## src/rtl/sdram_arb_pkg.sv

```systemverilog
// sdram_arb_pkg: shared widths, FSM states and helpers for the SDRAM arbiter
package sdram_arb_pkg;
  localparam int ADDR_W = 25;
  localparam int DATA_W = 32;
  localparam int MASK_W = 4;
  localparam int DONE_GAP = 2;
  typedef enum logic [1:0] {IDLE, ISSUE, DONE} state_t;
  function automatic int idx_w(input int n);
    return n > 1 ? $clog2(n) : 1;
  endfunction
endpackage

```

## src/rtl/sdram_arb_if.sv

```systemverilog
// sdram_arb_if: requester-side and controller-side signals around the arbiter
interface sdram_arb_if import sdram_arb_pkg::*; #(parameter int NPORTS = 3);
  logic [NPORTS*ADDR_W-1:0] p_addr;
  logic [NPORTS*DATA_W-1:0] p_din;
  logic [NPORTS*MASK_W-1:0] p_wmask;
  logic [NPORTS-1:0]        p_valid;
  logic                     p_urgent;
  logic [DATA_W-1:0]        p_dout;
  logic [NPORTS-1:0]        p_ready;
  logic [ADDR_W-1:0]        mem_addr;
  logic [DATA_W-1:0]        mem_din;
  logic [MASK_W-1:0]        mem_wmask;
  logic                     mem_valid;
  logic [DATA_W-1:0]        mem_dout;
  logic                     mem_ready;
  logic                     err;
  modport slave (
    input  p_addr, p_din, p_wmask, p_valid, p_urgent, mem_dout, mem_ready,
    output p_dout, p_ready, mem_addr, mem_din, mem_wmask, mem_valid, err
  );
  modport master (
    output p_addr, p_din, p_wmask, p_valid, p_urgent, mem_dout, mem_ready,
    input  p_dout, p_ready, mem_addr, mem_din, mem_wmask, mem_valid, err
  );
endinterface

```

## src/rtl/sdram_arb_rr_pick.sv

```systemverilog
// rr_pick: combinational round-robin picker with a port 0 urgent override
module rr_pick import sdram_arb_pkg::*; #(
  parameter int N  = 3,
  parameter int IW = idx_w(N)
) (
  input  logic [N-1:0]  i_req,
  input  logic [IW-1:0] i_last,
  input  logic          i_urgent,
  output logic [IW-1:0] o_grant,
  output logic          o_any
);
  logic [IW-1:0] w_rr;
  always_comb begin
    w_rr = '0;
    // descending scan so the port closest after i_last is written last and wins
    for (int k = N; k >= 1; k--) begin
      int j;
      j = (int'(i_last) + k) % N;
      if (i_req[IW'(j)]) w_rr = IW'(j);
    end
    o_grant = (i_urgent && i_req[0]) ? '0 : w_rr;
    o_any   = |i_req;
  end
endmodule

```

## src/rtl/sdram_arb.sv

```systemverilog
// sdram_arb: shares one SDRAM controller port among NPORTS requesters, one transaction at a time
module sdram_arb import sdram_arb_pkg::*; #(
  parameter int NPORTS  = 3,
  parameter int TIMEOUT = 8192
) (
  input logic        clk,
  input logic        reset,
  sdram_arb_if.slave bus
);
  localparam int IW = idx_w(NPORTS);
  localparam int CW = $clog2(TIMEOUT + 1);
  state_t            r_state;
  logic [IW-1:0]     r_grant, r_last, w_grant;
  logic [CW-1:0]     r_cnt, w_cnt_nxt;
  logic              w_any, w_timeout;
  logic [ADDR_W-1:0] w_addr  [NPORTS];
  logic [DATA_W-1:0] w_din   [NPORTS];
  logic [MASK_W-1:0] w_wmask [NPORTS];
  for (genvar i = 0; i < NPORTS; i++) begin : g_port
    assign w_addr[i]  = bus.p_addr[i*ADDR_W +: ADDR_W];
    assign w_din[i]   = bus.p_din[i*DATA_W +: DATA_W];
    assign w_wmask[i] = bus.p_wmask[i*MASK_W +: MASK_W];
  end
  rr_pick #(.N(NPORTS), .IW(IW)) u_pick (
    .i_req   (bus.p_valid),
    .i_last  (r_last),
    .i_urgent(bus.p_urgent),
    .o_grant (w_grant),
    .o_any   (w_any)
  );
  assign w_cnt_nxt = r_cnt + 1'b1;
  assign w_timeout = w_cnt_nxt == CW'(TIMEOUT);
  always_ff @(posedge clk) begin
    if (reset) begin
      r_state       <= IDLE;
      r_grant       <= '0;
      r_last        <= IW'(NPORTS - 1);
      r_cnt         <= '0;
      bus.p_dout    <= '0;
      bus.p_ready   <= '0;
      bus.mem_addr  <= '0;
      bus.mem_din   <= '0;
      bus.mem_wmask <= '0;
      bus.mem_valid <= 1'b0;
      bus.err       <= 1'b0;
    end else begin
      bus.p_ready <= '0;
      case (r_state)
        IDLE: if (w_any) begin
          r_grant       <= w_grant;
          r_last        <= w_grant;
          r_cnt         <= '0;
          bus.mem_addr  <= w_addr[w_grant];
          bus.mem_din   <= w_din[w_grant];
          bus.mem_wmask <= w_wmask[w_grant];
          bus.mem_valid <= 1'b1;
          r_state       <= ISSUE;
        end
        ISSUE: begin
          r_cnt <= w_cnt_nxt;
          // a completion landing on the timeout cycle counts as a normal finish
          if (bus.mem_ready || w_timeout) begin
            bus.p_dout    <= bus.mem_ready ? bus.mem_dout : '0;
            bus.err       <= bus.err | ~bus.mem_ready;
            bus.p_ready   <= NPORTS'(1) << r_grant;
            bus.mem_valid <= 1'b0;
            r_state       <= DONE;
          end
        end
        default: r_state <= IDLE;
      endcase
    end
  end
endmodule

```

## src/flat_wrapper.sv

```systemverilog
// flat-port wrapper written by rule: the top's interface ports become plain ports
module sdram_arb_flat import sdram_arb_pkg::*;
#(
  parameter int NPORTS  = 3,
  parameter int TIMEOUT = 8192
)
  (clk, reset, bus_p_addr, bus_p_din, bus_p_wmask, bus_p_valid, bus_p_urgent, bus_mem_dout, bus_mem_ready, bus_p_dout, bus_p_ready, bus_mem_addr, bus_mem_din, bus_mem_wmask, bus_mem_valid, bus_err);
  sdram_arb_if #(.NPORTS(NPORTS)) bus_i ();
  input logic clk;
  input logic reset;
  input wire logic [$bits(bus_i.p_addr)-1:0] bus_p_addr;
  input wire logic [$bits(bus_i.p_din)-1:0] bus_p_din;
  input wire logic [$bits(bus_i.p_wmask)-1:0] bus_p_wmask;
  input wire logic [$bits(bus_i.p_valid)-1:0] bus_p_valid;
  input wire logic [$bits(bus_i.p_urgent)-1:0] bus_p_urgent;
  input wire logic [$bits(bus_i.mem_dout)-1:0] bus_mem_dout;
  input wire logic [$bits(bus_i.mem_ready)-1:0] bus_mem_ready;
  output wire logic [$bits(bus_i.p_dout)-1:0] bus_p_dout;
  output wire logic [$bits(bus_i.p_ready)-1:0] bus_p_ready;
  output wire logic [$bits(bus_i.mem_addr)-1:0] bus_mem_addr;
  output wire logic [$bits(bus_i.mem_din)-1:0] bus_mem_din;
  output wire logic [$bits(bus_i.mem_wmask)-1:0] bus_mem_wmask;
  output wire logic [$bits(bus_i.mem_valid)-1:0] bus_mem_valid;
  output wire logic [$bits(bus_i.err)-1:0] bus_err;
  assign bus_i.p_addr = bus_p_addr;
  assign bus_i.p_din = bus_p_din;
  assign bus_i.p_wmask = bus_p_wmask;
  assign bus_i.p_valid = bus_p_valid;
  assign bus_i.p_urgent = bus_p_urgent;
  assign bus_i.mem_dout = bus_mem_dout;
  assign bus_i.mem_ready = bus_mem_ready;
  assign bus_p_dout = bus_i.p_dout;
  assign bus_p_ready = bus_i.p_ready;
  assign bus_mem_addr = bus_i.mem_addr;
  assign bus_mem_din = bus_i.mem_din;
  assign bus_mem_wmask = bus_i.mem_wmask;
  assign bus_mem_valid = bus_i.mem_valid;
  assign bus_err = bus_i.err;
  sdram_arb #(.NPORTS(NPORTS), .TIMEOUT(TIMEOUT)) u_core (.clk(clk), .reset(reset), .bus(bus_i));
endmodule
```

## config.mk

```make
export PLATFORM = sky130hd
export DESIGN_NAME = sdram_arb_flat
export DESIGN_NICKNAME = d
export VERILOG_FILES = /design/src/rtl/sdram_arb_pkg.sv /design/src/rtl/sdram_arb_if.sv /design/src/rtl/sdram_arb_rr_pick.sv /design/src/rtl/sdram_arb.sv /design/src/flat_wrapper.sv
export SDC_FILE = /design/constraint.sdc
export NUM_CORES = 1
export LEC_CHECK = 0
export CAP_MARGIN = 20
export CORE_MARGIN = 1.5
export CORE_UTILIZATION = 41
export CTS_BUF_LIST = sky130_fd_sc_hd__clkbuf_4
export CTS_CLUSTER_SIZE = 12
export DETAILED_ROUTE_END_ITERATION = 8
export PLACE_DENSITY = 0.89
export SYNTH_ARGS = -nofsm -noshare
export SYNTH_HDL_FRONTEND = slang
export SYNTH_HIERARCHICAL = 1
export SYNTH_SLANG_ARGS = --single-unit
```

## constraint.sdc

```tcl
create_clock -name clk -period 3.53 [get_ports clk]
set_input_delay 0.5295 -clock clk [delete_from_list [all_inputs] [get_ports clk]]
set_output_delay 0.5295 -clock clk [all_outputs]
set_load 0.02 [all_outputs]
```

==> results of run 1 <==
sequential cells by signal, indices dropped and copies added, names as in the netlist:
signal / cells
u_core/r_grant: 2
u_core/r_last: 1
u_core/bus.p_ready: 3
u_core/bus.mem_addr: 25
u_core/bus.err: 1
u_core/bus.mem_valid: 1
u_core/r_state: 2
u_core/r_cnt: 14
u_core/bus.p_dout: 32
u_core/bus.mem_wmask: 4
u_core/bus.mem_din: 32
layout by cell type, fill, tap and decap left out, drive strengths merged, types with 2 or more instances in the layout:
master and instances:
clkdlybuf4s50 318, nor2 141, dfxtp 117, a211oi 95
nor3 67, mux2i 63, a21oi 51, a22oi 34
clkbuf 18, nand2 14, buf 14, o21ai 10
clkinv 10, inv 9, nand3 7, a311oi 6
ha 5, nand2b 5, a2111oi 5, nand4 4
clkinvlp 3, a31oi 3, nor4 2, or3 2
nand3b 2, nor3b 2, nor2b 2, and3 2
metal layers:
metal	up-vias	share of wire, %
li1	3273	-
met1	3097	40
met2	279	48
met3	67	7.2
met4	0	4.0
met5	-	0
power by group through the flow:
stage / clock network (mW) / logic [mW] / registers (mW)
2_1_floorplan: 0 / 0.537 / 1.68
5_1_grt: 0.946 / 1.43 / 1.54
4_1_cts: 0.871 / 1.34 / 1.52
3_5_place_dp: 0 / 1.33 / 1.55
3_3_place_gp: 0 / 1.31 / 1.55
6_report: 0.841 / 1.33 / 1.52
worst paths after layout:
check / endpoint / slack, ns / cells past startpoint
hold reg to reg: u_core/bus.p_ready[2] / 0.49 / 2
setup / recovery: u_core/bus.mem_addr[18] / 0.79 / 9
setup reg to reg: u_core/bus.mem_addr[18] / 0.79 / 9
hold / removal: u_core/r_cnt[11] / 0.35 / 2
logic make-up after synthesis:
group,count (synthesis)
AOI/OAI and AO/OA,215
and+or+nand+nor,254
xor gates and xnor gates,1
muxes,64
adders and majority gates,5
DFF,117
buffers and inverters,79
worst max-delay path: stages, from the launching register on:
cell and delay (ns):
dfxtp_1 0.47, inv_1 0.10, ha_1 0.44, o211ai_1 0.16
nor3_2 0.40, buf_12 0.28, nor2b_4 0.15, buf_12 0.21
a211oi_1 0.31, nor3_1 0.08
final cells by class:
type,count,area [um^2],share of cell area (%)
Multi-Input combinational cell,539,3450,35.8
Timing Repair Buffer,332,3350,34.7
Sequential cell,117,2340,24.3
Tap cell,184,230,2.39
Clock buffer,18,135,1.40
Clock inverter,14,93.8,0.973
Inverter,9,33.8,0.350
Antenna cell,1,2.50,0.0260
==> flow_metrics.env, run 1 <==
export IMPL_io_buffers=319
export IMPL_drive_above_1_share_pct=5.73
export IMPL_hold_path_startpoint="reset"
export IMPL_synth_top_cell_area_share_pct=38.6
export IMPL_hp_class="primary input to flop"
export IMPL_synth_xor_area_share_pct=0.144
export IMPL_initial_core_util_pct=41.9
export IMPL_yosysWarnings=6
export IMPL_clock_latency_ns=0.53
export IMPL_utilization_pct=66.6
export IMPL_worst_pin_slew_ns=1.10
export IMPL_pwr_share_clk_pct=22.7
export IMPL_fp_dieArea_mm2=0.0155
export IMPL_ys_ff_latch=117
export IMPL_slew_headroom_pct=25.0
export IMPL_cts_root_buf="clkbuf_4"
export IMPL_use_met3_pct=7.65
export IMPL_vias=6716
export IMPL_dieHeight_um=125
export IMPL_wl_per_cell_um=17.3
export IMPL_cp_end_kind="flop"
export IMPL_totalPowerFinal_mw=3.70
export IMPL_rsz0062_at_grt="false"
export IMPL_instances_no_fill=1214
export IMPL_hpwl_mm=15.1
export IMPL_final_setup_tns_ns=0
export IMPL_cp_max_fo=42
export IMPL_status="finished, final reports clean"
export IMPL_setup_ws_ns=0.785
export IMPL_first_pass_iters=5
export IMPL_cts_tree="yes"
export IMPL_yosysTopAreaCell="dfxtp_1"
export IMPL_finish_instance_area_mm2=0.00964
export IMPL_htreeDepth=4
export IMPL_arrival_ns=3.14
export IMPL_synth_fa_ha_area_share_pct=1.03
export IMPL_synth_most_common_cell="nor2_1"
export IMPL_leakagePower_nw=3.48
export IMPL_postSynthAreaPerCell_um2=8.25
export IMPL_sw_frac_of_total_pct=33.8
export IMPL_drtAntennaViolNets=0
export IMPL_regToRegStartpoint="u_core/r_grant[0]"
export IMPL_synthArstFlopShare_pct=0
export IMPL_fin_nets=1243
export IMPL_power_frac_comb_pct=36.1
export IMPL_yosysUniqueCellTypes=50
export IMPL_synth_top_family_by_area="compound AO/OA/AOI/OAI gates"
export IMPL_worst_clock_skew_ns=0.0133
export IMPL_pwr_share_seq_pct=41.2
export IMPL_powerDensity_mw_per_mm2=383
export IMPL_synth_simple_area_share_pct=19.3
export IMPL_cts_buffers=17
export IMPL_synth_compound_area_share_pct=25.2
export IMPL_clk_path_buf_depth=2
export IMPL_gp_congestion=0.841
export IMPL_met2_usage_pct=43.9
export IMPL_drt_iter0_drc=354
export IMPL_crit_start="u_core/r_grant[0]"
export IMPL_via_per_inst=5.53
export IMPL_grt_max_degree=70
export IMPL_syn_inst=735
export IMPL_syn_to_final_growth_pct=59.0
export IMPL_setup_viol=0
export IMPL_cap_violations=0
export IMPL_rows=44
export IMPL_syn_num_nets=962
export IMPL_gr_usage_met1_pct=32.4
export IMPL_ys_flop_type="dfxtp_1"
export IMPL_post_place_ws_ns=0.601
export IMPL_ctsHoldBuffers=0
export IMPL_cts_num_sinks=117
export IMPL_fmax_mhz=364
export IMPL_finalMaxSlewViolations=0
export IMPL_synth_edf_count=0
export IMPL_fin_hold_ws_ns=0.355
export IMPL_fp_dieW_um=125
export IMPL_grt_pass1_vias=6582
export IMPL_grt_overflow=0
export IMPL_hold_viol_final=0
export IMPL_internal_power_mw=2.45
export IMPL_top_usage_layer="met2"
export IMPL_antenna_found_initial=1
export IMPL_finalCritPeriodShare_pct=77.8
export IMPL_grt_pass1_wl_mm=33.9
export IMPL_start_kind="flop"
export IMPL_drc=0
export IMPL_worstPathRequired_ns=3.93
export IMPL_switchingPower_mw=1.25
export IMPL_path_clk_slew_ns=0.11
export IMPL_grt_usage_pct=27.0
export IMPL_wirelength_mm=21.0
export IMPL_cts_resized=0
export IMPL_fillCellCount=1198
export IMPL_synthMuxAreaShare_pct=10.6
export IMPL_path_class="flop to flop"
export IMPL_dpl_cell_area_mm2=0.00941
export IMPL_synth_top_cells_by_count="nor2_1 (141), dfxtp_1 (117), a211oi_1 (95), nor3_1 (66), mux2i_1 (62)"
export IMPL_min_period_ns=2.74
export IMPL_ys_seq_area_share_pct=38.6
export IMPL_ir_worst_vdd_mv=0.197
export IMPL_place_inst=1181
export IMPL_core_area_mm2=0.0145
export IMPL_syn_area_mm2=0.00606
export IMPL_yosys_top_cells_area="dfxtp_1 (39%), a211oi_1 (12%), mux2i_1 (10%)"
export IMPL_pin_count=320
export IMPL_post_cts_repair_setup_buffers=0
No activity file was read; power rests on OpenSTA's default activity.
==> inputs of run 2 (changes only) <==
--- a/config.mk
+++ b/config.mk
@@ -7,11 +7,11 @@
 export LEC_CHECK = 0
 export CAP_MARGIN = 20
 export CORE_MARGIN = 1.5
-export CORE_UTILIZATION = 41
+export CORE_UTILIZATION = 37
 export CTS_BUF_LIST = sky130_fd_sc_hd__clkbuf_4
 export CTS_CLUSTER_SIZE = 12
 export DETAILED_ROUTE_END_ITERATION = 8
-export PLACE_DENSITY = 0.89
+export PLACE_DENSITY = 0.85
 export SYNTH_ARGS = -nofsm -noshare
 export SYNTH_HDL_FRONTEND = slang
 export SYNTH_HIERARCHICAL = 1
==> constraint.sdc (replaced) <==
create_clock -name clk -period 2.3 [get_ports clk]
set_input_delay 0.345 -clock clk [delete_from_list [all_inputs] [get_ports clk]]
set_output_delay 0.345 -clock clk [all_outputs]
set_load 0.02 [all_outputs]
==> run 2 against run 1 <==
- the flow now finishes with violations (negative setup slack)
- flip-flop and latch count did not move
- count of clock-buffer cells in the layout rose by 1
- fmax rose by 19%
- design area rose by 11%
- core utilization rose by 0.74 points
- via count rose by 6.2%
==> flow_metrics.env, run 2 (synthesis gave the netlist of run 1 again) <==
export IMPL_finalCritPeriodShare_pct=100
export IMPL_fp_dieW_um=131
export IMPL_cts_tree="yes"
export IMPL_fp_dieArea_mm2=0.0172
export IMPL_cts_root_buf="clkbuf_4"
export IMPL_drtAntennaViolNets=0
export IMPL_cts_buffers=17
export IMPL_arrival_ns=2.74
export IMPL_dieHeight_um=131
export IMPL_clock_latency_ns=0.55
export IMPL_cap_violations=0
export IMPL_cp_end_kind="flop"
export IMPL_syn_to_final_growth_pct=77.0
export IMPL_pin_count=320
export IMPL_worstPathRequired_ns=2.74
export IMPL_fin_nets=1309
export IMPL_wirelength_mm=23.5
export IMPL_utilization_pct=67.3
export IMPL_max_stage_delay_ns=0.39
export IMPL_ir_worst_vdd_mv=0.329
export IMPL_htreeDepth=4
export IMPL_layout_commonest_cell="clkdlybuf4s50_1"
export IMPL_slowest_stage="dfxtp_4"
export IMPL_cp_max_fo=6
export IMPL_finalMaxSlewViolations=0
export IMPL_wl_per_cell_um=17.9
export IMPL_powerDensity_mw_per_mm2=569
export IMPL_cp_top_family="buffers and inverters"
export IMPL_initial_core_util_pct=38.0
export IMPL_crit_buf_inv=4
export IMPL_via_per_inst=5.43
export IMPL_violations="negative setup slack"
export IMPL_hpwl_mm=16.5
export IMPL_grt_usage_pct=25.2
export IMPL_fmax_mhz=434
export IMPL_start_kind="flop"
export IMPL_drive_above_1_share_pct=17.2
export IMPL_vias=7135
export IMPL_slew_headroom_pct=59.5
export IMPL_worstPathCellList="buf_4, ha_4, nand2b_4, a31oi_1, nor3_2, buf_6, buf_12, clkbuf_16, mux2i_1, nor2_1, a211oi_1, nor3_1"
export IMPL_antenna_found_initial=3
export IMPL_status="finished with violations"
export IMPL_first_pass_iters=5
export IMPL_rows=46
export IMPL_clk_path_buf_depth=2
export IMPL_io_buffers=319
export IMPL_min_period_ns=2.31
export IMPL_reg_top3="u_core/bus.mem_din: 32 flops, u_core/bus.p_dout: 32 flops, u_core/bus.mem_addr: 25 flops"
export IMPL_final_cell_mix="clkdlybuf4s50_1 (318), nor2_1 (138), dfxtp_1 (111), a211oi_1 (68), nor3_1 (64)"
export IMPL_core_area_mm2=0.0159
export IMPL_hp_class="primary input to flop"
export IMPL_post_place_ws_ns=-0.405
export IMPL_hold_viol_final=0
export IMPL_finish_instance_area_mm2=0.0107
export IMPL_leakagePower_nw=3.95
export IMPL_rsz0062_at_grt="true"
export IMPL_grt_pass1_vias=6704
export IMPL_grt_overflow=0
export IMPL_grt_pass1_wl_mm=33.5
export IMPL_path_clk_slew_ns=0.13
export IMPL_gp_congestion=0.853
export IMPL_fin_hold_ws_ns=0.176
export IMPL_worst_pin_slew_ns=0.602
export IMPL_setup_ws_ns=-0.00635
export IMPL_dpl_cell_area_mm2=0.00991
export IMPL_path_class="flop to flop"
export IMPL_worst_clock_skew_ns=0.0231
export IMPL_drc=0
export IMPL_drt_iter0_drc=397
export IMPL_setup_viol=1
export IMPL_grt_max_degree=49
export IMPL_cts_num_sinks=117
run 2: cell count changes in the layout (fill, tap and decap cells not counted), moves of 8 or more:
cell	delta
a211oi_1	-27
mux2i_2	+8
buf_4	+38
mux2i_1	-9
a211oi_2	+27
buf_6	+13
buf_12	+8
run 2: metal layers:
| metal | global-route usage (%) | up-vias | routed length (um) |
|---|---|---|---|
| met4 | 10.7 | 0 | 669 |
| met5 | 0 | - | 0 |
| met3 | 7.08 | 44 | 1810 |
| li1 | - | 3416 | - |
| met1 | 28.5 | 3348 | 8820 |
| met2 | 44.3 | 327 | 12200 |
run 2: path summary, 6_finish.rpt:
| check | cells past startpoint | slack, ns | startpoint | endpoint |
|---|---|---|---|---|
| max | 12 | -0.006 | u_core/r_last[1] | u_core/bus.mem_din[24] |
| min | 3 | 0.18 | reset | u_core/bus.err |
| max reg2reg | 12 | -0.006 | u_core/r_last[1] | u_core/bus.mem_din[24] |
| min reg2reg | 2 | 0.50 | u_core/bus.mem_din[25] | u_core/bus.mem_din[25] |
run 2: final cells by class:
class	count	area (um^2)
multi-input combinational	539	3720
clock buffer	19	143
clock inverter	13	100
fill	1209	5210
inverter	9	38.8
sequential	117	2350
tap	216	270
timing repair buffer	398	4100
antenna	3	7.51
run 2: worst reg2reg max path: stages, from the launching register on:
cell and delay, ns:
dfxtp_4 0.39, buf_4 0.12, ha_4 0.16, nand2b_4 0.12, a31oi_1 0.09, nor3_2 0.24
buf_6 0.20, buf_12 0.15, clkbuf_16 0.15, mux2i_1 0.18, nor2_1 0.06, a211oi_1 0.27
nor3_1 0.08
run 2: metrics by stage:
stage	power (mW)	setup TNS (ns)	instances
floorplan	3.42	0	735
global placement	4.51	-13.68	1262
detailed placement	4.56	-20.29	1262
CTS	5.95	-0.0664	1297
global route	6.44	-1.45	1314
finish	6.11	-0.00635	1314
run 2: what timing repair did:
item | 4_1_cts | 5_1_grt
setup endpoints to repair | 62 | 99
cloned | 0 | 5
buffers inserted | 3 | 10
hold buffers | 0 | 0
resized for setup | 13 | 74
pin swaps | 1 | 44
run 2: power breakdown:
group          total, mW  internal [mW]  switching (mW)
sequential          2.34           2.22           0.117
clock               1.34          0.465           0.879
combinational       2.43           1.27            1.16
total               6.11           3.95            2.16
==> inputs of run 3 (changes only) <==
--- a/config.mk
+++ b/config.mk
@@ -11,7 +11,7 @@
 export CTS_BUF_LIST = sky130_fd_sc_hd__clkbuf_4
 export CTS_CLUSTER_SIZE = 12
 export DETAILED_ROUTE_END_ITERATION = 8
-export PLACE_DENSITY = 0.85
+export PLACE_DENSITY = 0.83
 export SYNTH_ARGS = -nofsm -noshare
 export SYNTH_HDL_FRONTEND = slang
 export SYNTH_HIERARCHICAL = 1
==> run 3 against run 2 <==
- the run still ends with negative setup slack left
- design area is 1.3% lower
- critical path depth stayed put
- fmax is 2.1% lower
- critical path type unchanged
- largest cell class unchanged
- largest power group unchanged
==> flow_metrics.env, run 3 (synthesis gave the netlist of run 1 again) <==
export IMPL_post_place_ws_ns=-0.301
export IMPL_grt_overflow=0
export IMPL_dpl_cell_area_mm2=0.00981
export IMPL_fillCellCount=1287
export IMPL_slew_headroom_pct=36.3
export IMPL_grt_usage_pct=24.8
export IMPL_gp_congestion=0.852
export IMPL_crit_end="u_core/bus.mem_din[5]"
export IMPL_vias=7146
export IMPL_clk_path_buf_depth=2
export IMPL_grt_max_degree=81
export IMPL_drive_above_1_share_pct=16.3
export IMPL_reg_top3="u_core/bus.mem_din: 32 flops, u_core/bus.p_dout: 32 flops, u_core/bus.mem_addr: 25 flops"
export IMPL_cap_violations=0
export IMPL_min_period_ns=2.36
export IMPL_status="finished with violations"
export IMPL_reg2reg_depth=12
export IMPL_hold_viol_final=0
export IMPL_drc=0
export IMPL_layout_commonest_cell="clkdlybuf4s50_1"
export IMPL_fp_dieArea_mm2=0.0172
export IMPL_core_area_mm2=0.0159
export IMPL_dieHeight_um=131
export IMPL_antenna_found_initial=2
export IMPL_reg2reg_to="u_core/bus.mem_din[5]"
export IMPL_fin_nets=1295
export IMPL_utilization_pct=66.5
export IMPL_finish_instance_area_mm2=0.0106
export IMPL_worstPathRequired_ns=2.70
export IMPL_leakagePower_nw=3.88
export IMPL_initial_core_util_pct=38.0
export IMPL_hold_path_startpoint="reset"
export IMPL_start_kind="flop"
export IMPL_setup_viol=2
export IMPL_cts_buffers=17
export IMPL_first_pass_iters=5
export IMPL_arrival_ns=2.76
export IMPL_fmax_mhz=425
export IMPL_grt_pass1_vias=6584
export IMPL_path_class="flop to flop"
export IMPL_clock_latency_ns=0.54
export IMPL_fin_hold_ws_ns=0.169
export IMPL_hp_class="primary input to flop"
export IMPL_cts_root_buf="clkbuf_4"
export IMPL_wirelength_mm=23.3
export IMPL_finalCritPeriodShare_pct=102
export IMPL_finalMaxSlewViolations=0
export IMPL_drt_iter0_drc=351
export IMPL_cp_end_kind="flop"
export IMPL_htreeDepth=4
export IMPL_drtAntennaViolNets=0
export IMPL_cts_num_sinks=117
export IMPL_hpwl_mm=16.0
export IMPL_setup_ws_ns=-0.0556
export IMPL_violations="negative setup slack"
export IMPL_powerDensity_mw_per_mm2=595
export IMPL_worst_pin_slew_ns=0.955
export IMPL_syn_to_final_growth_pct=74.7
export IMPL_regToRegStartpoint="u_core/r_last[1]"
export IMPL_worst_clock_skew_ns=0.0292
export IMPL_cp_max_fo=6
export IMPL_grt_pass1_wl_mm=33.1
export IMPL_rsz0062_at_grt="true"
export IMPL_pin_count=320
export IMPL_wl_per_cell_um=17.9
export IMPL_via_per_inst=5.50
export IMPL_cts_tree="yes"
export IMPL_path_clk_slew_ns=0.13
export IMPL_io_buffers=319
export IMPL_crit_start="u_core/r_last[1]"
export IMPL_ctsHoldBuffers=0
export IMPL_ir_worst_vdd_mv=0.372
export IMPL_final_cell_mix="clkdlybuf4s50_1 (318), nor2_1 (138), dfxtp_1 (112), nor3_1 (63), a211oi_1 (60)"
export IMPL_fp_dieW_um=131
export IMPL_rows=46
export IMPL_r2r_slack_ns=-0.06
-- run 3: cell count changes in the layout (fill, tap and decap cells not counted), moves of 2 or more --
cell and change:
a211oi_1 -8, a211oi_2 +8, buf_12 -2, buf_4 -2, buf_6 -7, bufinv_16 +2
clkbuf_16 -2, clkbuf_4 -2, clkinv_2 -2, clkinv_4 +2, mux2i_1 +5, mux2i_2 -4
-- run 3: routing by layer --
layer / track usage [%] / vias up / part of all wire, %
li1: - / 3381 / -
met1: 27.3 / 3410 / 37
met2: 45.0 / 319 / 52
met3: 7.86 / 36 / 8.8
met4: 8.53 / 0 / 1.8
met5: 0 / - / 0
-- run 3: repair_timing --
item | in CTS | in global routing
endpoints found under the setup margin | 58 | 98
gates cloned | 0 | 4
pin swaps | 2 | 38
gates resized for setup | 9 | 66
buffers inserted | 3 | 5
-- run 3: worst max-delay path, cell delays in order (launching register included) --
cell	delay (ns)
dfxtp_4	0.39
inv_4	0.07
ha_4	0.14
mux2i_1	0.20
o211ai_1	0.15
nor3_2	0.19
buf_4	0.16
buf_12	0.14
clkbuf_16	0.16
mux2i_1	0.24
nor2_1	0.09
a211oi_2	0.23
nor3_1	0.07
-- run 3: area by class of cell --
class                   instances  area, um^2  area share [%]
well taps                     216         270            2.55
inverters                       9        36.3           0.342
repair buffers                384        3900            36.8
multi-input cells             539        3740            35.3
diodes                          2        5.00          0.0472
flip-flops and latches        117        2350            22.2
clock buffers                  17         128            1.20
clock inverters                15         170            1.61
-- run 3: power breakdown --
| part | leakage, nW | internal, mW | switching (mW) |
|---|---|---|---|
| Combinational | 2.76 | 1.22 | 1.15 |
| Sequential | 0.965 | 2.22 | 0.114 |
| Clock | 0.155 | 0.670 | 0.931 |
| Total | 3.88 | 4.11 | 2.19 |
-- run 3: through the flow --
stage | total power, mW | cells | setup TNS (ns)
5_1_grt | 6.60 | 1299 | -1.76
6_report | 6.30 | 1299 | -0.0959
3_3_place_gp | 4.49 | 1253 | -10.22
2_1_floorplan | 3.42 | 735 | 0
4_1_cts | 6.15 | 1288 | -0.0133
3_5_place_dp | 4.52 | 1253 | -13.23
-- run 3: how the worst min path moves through the flow --
| stage | depth (start not counted) | slack [ns] | to |
|---|---|---|---|
| after detailed placement | 2 | 0.49 | u_core/bus.mem_din[6] |
| after floorplan | 1 | 0.45 | u_core/bus.p_ready[1] |
| after CTS | 3 | 0.12 | u_core/bus.err |
| final | 3 | 0.17 | u_core/bus.err |
| after global placement | 1 | 0.48 | u_core/bus.err |
| after global routing | 3 | 0.14 | u_core/bus.err |
